--- config.mk ---
export PLATFORM = sky130hd
export DESIGN_NAME = serdes_rx_deframer
export DESIGN_NICKNAME = d
export VERILOG_FILES = /design/src/rtl/serdes_rx_deframer.sv
export SDC_FILE = /design/constraint.sdc
export NUM_CORES = 1
export LEC_CHECK = 0
export BUFFER_PORTS_ARGS = -buffer_cell sky130_fd_sc_hd__buf_2
export CORE_MARGIN = 2
export CORE_UTILIZATION = 30
export DETAILED_ROUTE_END_ITERATION = 7
export PLACE_DENSITY = 0.48
export SYNTH_ARGS = -nofsm -noshare
export SYNTH_HDL_FRONTEND = slang
export SYNTH_SLANG_ARGS = --single-unit
--- constraint.sdc ---
create_clock -name s_axis_aclk -period 3.1 [get_ports s_axis_aclk]
set_clock_uncertainty 0.15 [all_clocks]
set_input_delay 0 -clock s_axis_aclk [delete_from_list [all_inputs] [get_ports s_axis_aclk]]
set_output_delay 0 -clock s_axis_aclk [all_outputs]
set_load 0.05 [all_outputs]
--- src/rtl/serdes_rx_deframer.sv ---
// Receive deframer: locks on idle commas, packs SOF-delimited bytes (LSB first)
// into LOGIC_SIZE-bit words and presents them through a 2-entry AXIS buffer.
module serdes_rx_deframer #(
  parameter int          LOGIC_SIZE = 32,
  parameter int          LOCK_IDLES = 4,
  parameter logic [7:0]  K_IDLE     = 8'hBC,
  parameter logic [7:0]  K_SOF      = 8'hFB
) (
  input  logic                  s_axis_aclk,
  input  logic                  s_axis_reset_n,
  input  logic [7:0]            i_from_decoder,
  input  logic                  i_k,
  input  logic                  i_code_err,
  input  logic                  i_sym_valid,
  output logic [LOGIC_SIZE-1:0] s_axis_tdata,
  output logic                  s_axis_valid,
  input  logic                  s_axis_ready,
  output logic                  o_locked,
  output logic [7:0]            o_frame_err_cnt,
  output logic [7:0]            o_overflow_cnt
);

  localparam int NB    = LOGIC_SIZE / 8;
  localparam int IDX_W = (NB > 1) ? $clog2(NB) : 1;
  localparam int RUN_W = $clog2(LOCK_IDLES + 1);

  typedef enum logic [1:0] {HUNT, IDLE, DATA} state_t;

  state_t                state, state_nxt;
  logic [RUN_W-1:0]      run, run_nxt;
  logic [IDX_W-1:0]      idx, idx_nxt;
  logic                  ferr_evt;
  logic                  push;
  logic                  lane_wr;
  logic [LOGIC_SIZE-1:0] acc;
  logic [LOGIC_SIZE-1:0] word_nxt;

  logic [LOGIC_SIZE-1:0] mem [0:1];
  logic                  wr_ptr, rd_ptr;
  logic [1:0]            count;
  logic                  pop, push_ok, ovf_evt;

  function automatic logic [7:0] sat_inc(input logic [7:0] cnt, input logic ev);
    if (ev && (cnt != 8'hFF)) return cnt + 8'd1;
    return cnt;
  endfunction

  // Symbol decode / framing FSM
  always_comb begin
    state_nxt = state;
    run_nxt   = run;
    idx_nxt   = idx;
    ferr_evt  = 1'b0;
    push      = 1'b0;
    lane_wr   = 1'b0;
    if (i_sym_valid) begin
      unique case (state)
        HUNT: begin
          if (i_k && !i_code_err && (i_from_decoder == K_IDLE)) begin
            if (run == RUN_W'(LOCK_IDLES - 1)) begin
              state_nxt = IDLE;
              run_nxt   = '0;
            end else begin
              run_nxt = run + RUN_W'(1);
            end
          end else begin
            run_nxt = '0;
          end
        end
        IDLE: begin
          if (i_code_err) begin
            state_nxt = HUNT;
            run_nxt   = '0;
          end else if (i_k && (i_from_decoder == K_IDLE)) begin
            state_nxt = IDLE;
          end else if (i_k && (i_from_decoder == K_SOF)) begin
            state_nxt = DATA;
            idx_nxt   = '0;
          end else begin
            ferr_evt = 1'b1;
          end
        end
        DATA: begin
          if (i_code_err || i_k) begin
            ferr_evt  = 1'b1;
            state_nxt = HUNT;
            run_nxt   = '0;
            idx_nxt   = '0;
          end else begin
            lane_wr = 1'b1;
            if (idx == IDX_W'(NB - 1)) begin
              push      = 1'b1;
              state_nxt = IDLE;
              idx_nxt   = '0;
            end else begin
              idx_nxt = idx + IDX_W'(1);
            end
          end
        end
        default: state_nxt = HUNT;
      endcase
    end
  end

  // Completed word: accumulated lanes with the current byte merged in
  always_comb begin
    word_nxt = acc;
    word_nxt[idx*8 +: 8] = i_from_decoder;
  end

  assign s_axis_valid = (count != 2'd0);
  assign pop          = s_axis_valid && s_axis_ready;
  assign push_ok      = push && ((count != 2'd2) || pop);
  assign ovf_evt      = push && !push_ok;
  assign s_axis_tdata = mem[rd_ptr];
  assign o_locked     = (state != HUNT);

  always_ff @(posedge s_axis_aclk or negedge s_axis_reset_n) begin
    if (!s_axis_reset_n) begin
      state           <= HUNT;
      run             <= '0;
      idx             <= '0;
      o_frame_err_cnt <= '0;
    end else begin
      state           <= state_nxt;
      run             <= run_nxt;
      idx             <= idx_nxt;
      o_frame_err_cnt <= sat_inc(o_frame_err_cnt, ferr_evt);
    end
  end

  // Partial-word lanes carry no control meaning and need no reset
  always_ff @(posedge s_axis_aclk) begin
    if (lane_wr) acc <= word_nxt;
  end

  // Output buffer: storage is cleared so tdata reads zero out of reset
  always_ff @(posedge s_axis_aclk or negedge s_axis_reset_n) begin
    if (!s_axis_reset_n) begin
      mem[0]         <= '0;
      mem[1]         <= '0;
      wr_ptr         <= 1'b0;
      rd_ptr         <= 1'b0;
      count          <= 2'd0;
      o_overflow_cnt <= '0;
    end else begin
      if (push_ok) begin
        mem[wr_ptr] <= word_nxt;
        wr_ptr      <= ~wr_ptr;
      end
      if (pop) rd_ptr <= ~rd_ptr;
      unique case ({push_ok, pop})
        2'b10:   count <= count + 2'd1;
        2'b01:   count <= count - 2'd1;
        default: count <= count;
      endcase
      o_overflow_cnt <= sat_inc(o_overflow_cnt, ovf_evt);
    end
  end

endmodule

==> metrics.md <==
| Metric | Value |
|---|---|
| Power density relative to cell area | roughly 620 nW/um^2 |
| Count of final max-slew check failures | 0 |
| Setup WS post-layout | 0.401 ns |
| Status | completed |
| Number of placement rows | 50 |
| All-layer global routing usage | 14.1% |
| Area of the core region | 18600 um^2 |
| Initial Utilization | 30.4% |
| Logic depth of the worst register-to-register path | 7 |
| Number of buffers added for setup after CTS | 0 |
| Count of vias placed by the detailed router | approximately 4000 |
| Die footprint | 19900 um^2 |
| Most used cells in the layout excluding fill and tap cells | dfrtp_1 (91), nand2_1 (77), o21ai_0 (68), buf_2 (62), inv_1 (38) |
| Worst voltage drop across the vdd grid | 0.374 mV |
| Die extent in x | 141 um |
| Critical path capture point type | register |
| CTS tree | built |
| Gp weighted congestion | 0.729 |
| Master cell of the clock root buffer | clkbuf_16 |
| Initial antenna violation count | 0 |
| Number of global-route vias before repair | 4139 |
| Worst R2R End | mem[34] |
| H-Tree Level Count | 4 |
| Post-synthesis net count | approximately 550 |
| Chain of cells forming the critical path | inv_1 > ha_1 > nor3b_1 > nand4b_1 > or2_2 > nand2_1 > o21ai_0 |
| Pin count of the biggest net entering global routing | 66 |
| Worst Path Max Fanout | 65 |
| Synth Register Bits | ~120 |
| Clock latency on the worst-skew pair | 0.41 ns |
| Actual transition at the worst max-transition pin | between 1 and 1.5 ns |
| Ranking of synthesized cells by area | dfrtp_1 (40%), edfxtp_1 (17%), mux2_2 (7.0%) |
| Leftover overflow at the end of global routing | 0 |
| Number of violations of the max-capacitance limit | 0 |
| Hold bufs inserted after CTS | 16 |
| Most used DFF post-synth | dfrtp_1 |
| Warnings from Yosys | 0 |
| Wire length of the first global-routing pass | 21700 um |
| Number of library cell types mapped by synthesis | between 40 and 50 |
| Share of the cycle needed by the critical path after routing | 87.1% |
| Post-synthesis cell count | 525 |
| Normalized max-slew margin | between 20% and 30% |
| Slowest cell on the critical path | or2_2 |
| Worst slack, placed | 0.386 ns |
| Chip height | about 140 um |
| Clk slew on worst S/H paths | 0.06 ns |
| DR WL/cell | 15.0 um |
| FF-to-FF setup slack | 0.40 ns |
| Max stage delay on crit path | 0.73 ns |
| Async set-or-reset flop fraction in the synthesized netlist | around 74% |
| Number of gates resized after CTS | 0 |
| Number of input and output port buffers inserted | 63 |
| Reg-to-Reg Start | state[0] |
| TritonRoute pass-1 iters | 4 |
| Largest area contributor in the synthesized netlist | dfrtp_1 |
| Worst setup path class | register to register |
| Setup crit start kind | register |
| Achievable clock frequency | 371 MHz |
| Arrival time of the worst setup path | 2.80 ns |
| Worst endpoint required time | 3.20 ns |
| Sequential element share of the synthesized area | 57.4% |
| Final-stage net count | 637 |
| Most common cell after layout, fill and taps aside | dfrtp_1 |
| DRT antenna net count | 0 |
| Clock buffers created by TritonCTS | 17 |
| Number of endpoints failing setup at the final stage | 0 |
| Detailed Route Iter0 Violations | between 200 and 300 |
| Worst path bufs/invs | 1 |
| Layout cell share with drive strength beyond 1 | 23.6% |
| Standby leakage power | 0.00329 uW |
| Antenna Cells | 0 |
| Fin crit period | 2.70 ns |
| Via-to-Cell Ratio | 4.69 |
| Path type of the worst min-delay path | input port to async pin |
| Kind of cell with the highest combined delay on the critical path | simple AND/OR/NAND/NOR gates |
| Post-route DRC violation count | 0 |
| Portion of synthesized cell area occupied by the leading cell type | 40.4% |
| Count of flip-flops with a built-in enable after synthesis | 32 |
| Number of buffers between clock root and the deepest sink | 2 |
| Avg Inst Size Synth | 10.7 um^2 |
| Routed wire length | 12900 um |
| Clock sink count | ~120 |
| Unrepaired setup endpoints after global routing | false |
| Area Growth Syn to Fin | 24.1% |
| Number of hold-slack violations in the final timing report | 0 |
| Synthesized cell area | 5640 um^2 |
| Hpwl dp | 8480 um |
| Accumulated negative setup slack | 0 ns |
| Count of boundary I/O pins | 64 |
-- layer usage --
metal,global-route usage [%],routed length [um]
met1,18.1,6020
met2,23.0,6300
met3,3.23,410
met4,5.89,138
met5,0,0
-- how the worst max path moves through the flow --
stage	start	to	slack, ns	cells after the start
finish	state[0]	mem[34]	0.40	7
global placement	state[0]	mem[33]	0.51	7
floorplan	state[0]	mem[8]	0.06	8
global route	state[0]	mem[41]	0.05	7
CTS	state[0]	mem[34]	0.38	7
detailed placement	state[0]	mem[63]	0.39	7
-- kinds of logic (layout without fill, tap and decap cells) --
family                     after synthesis  in the layout  share of synthesized area (%)
and+or+nand+nor                        160            160                           14.6
DFF                                    123            123                           57.4
AOI/OAI and AO/OA                      114            114                           10.8
buffers and inverters                   60            158                           4.01
muxes                                   38             38                           7.61
xor gates and xnor gates                17             17                           2.64
adders and majority gates               13             13                           2.88
-- area by class of cell --
class	instances	area (um^2)
Sequential cell	123	3240
Clock buffer	18	450
Inverter	38	143
Timing Repair Buffer	88	558
Fill cell	1806	11600
Tap cell	234	293
Multi-Input combinational cell	342	2180
Clock inverter	14	144
-- flip-flops by register name (all words and copies together) (netlist names) --
| register | flops |
|---|---|
| acc | 32 |
| count | 2 |
| idx | 2 |
| mem | 64 |
| o_frame_err_cnt | 8 |
| o_overflow_cnt | 8 |
| rd_ptr | 1 |
| run | 3 |
| state | 2 |
| wr_ptr | 1 |
-- where the power goes --
part	leakage (uW)	switching [uW]	internal [uW]
clock	0.000295	739	1230
combinational	0.00144	372	211
sequential	0.00155	71.1	1710
-- synth_stat cells (all sizes together), types with 2 or more instances --
cell and number:
nor3b 3, and4b 2, nand4 6, mux2 36
o21a 2, nand2 77, ha 13, a21oi 33
xor2 5, nor3 4, nand3 7, and3 3
xnor2 12, nor2 4, or4b 2, nor2b 34
clkbuf 21, edfxtp 32, nand4b 3, inv 38
o21ai 69, and2 4, dfrtp 91, mux2i 2
nor4 2, a31oi 4, or2 3
-- metrics by stage --
| stage | instance area (um^2) | utilization (%) | cells | hold slack [ns] | total power [uW] |
|---|---|---|---|---|---|
| global route | 7000 | 37.7 | 857 | 0.0930 | 4510 |
| floorplan | 5640 | - | 525 | -0.446 | 2200 |
| finish | 7000 | 37.7 | 857 | 0.0547 | 4330 |
| CTS | 7000 | 37.7 | 857 | 0.0590 | 4390 |
| detailed placement | 6250 | 33.6 | 809 | -0.223 | 2380 |
| global placement | 6250 | 33.6 | 809 | -0.226 | 2370 |
-- worst min-delay path, delay by kind of cell --
family	cells	cell delay, ns
buf+inv	3	1.04
Power figures use the tool's default switching activity.
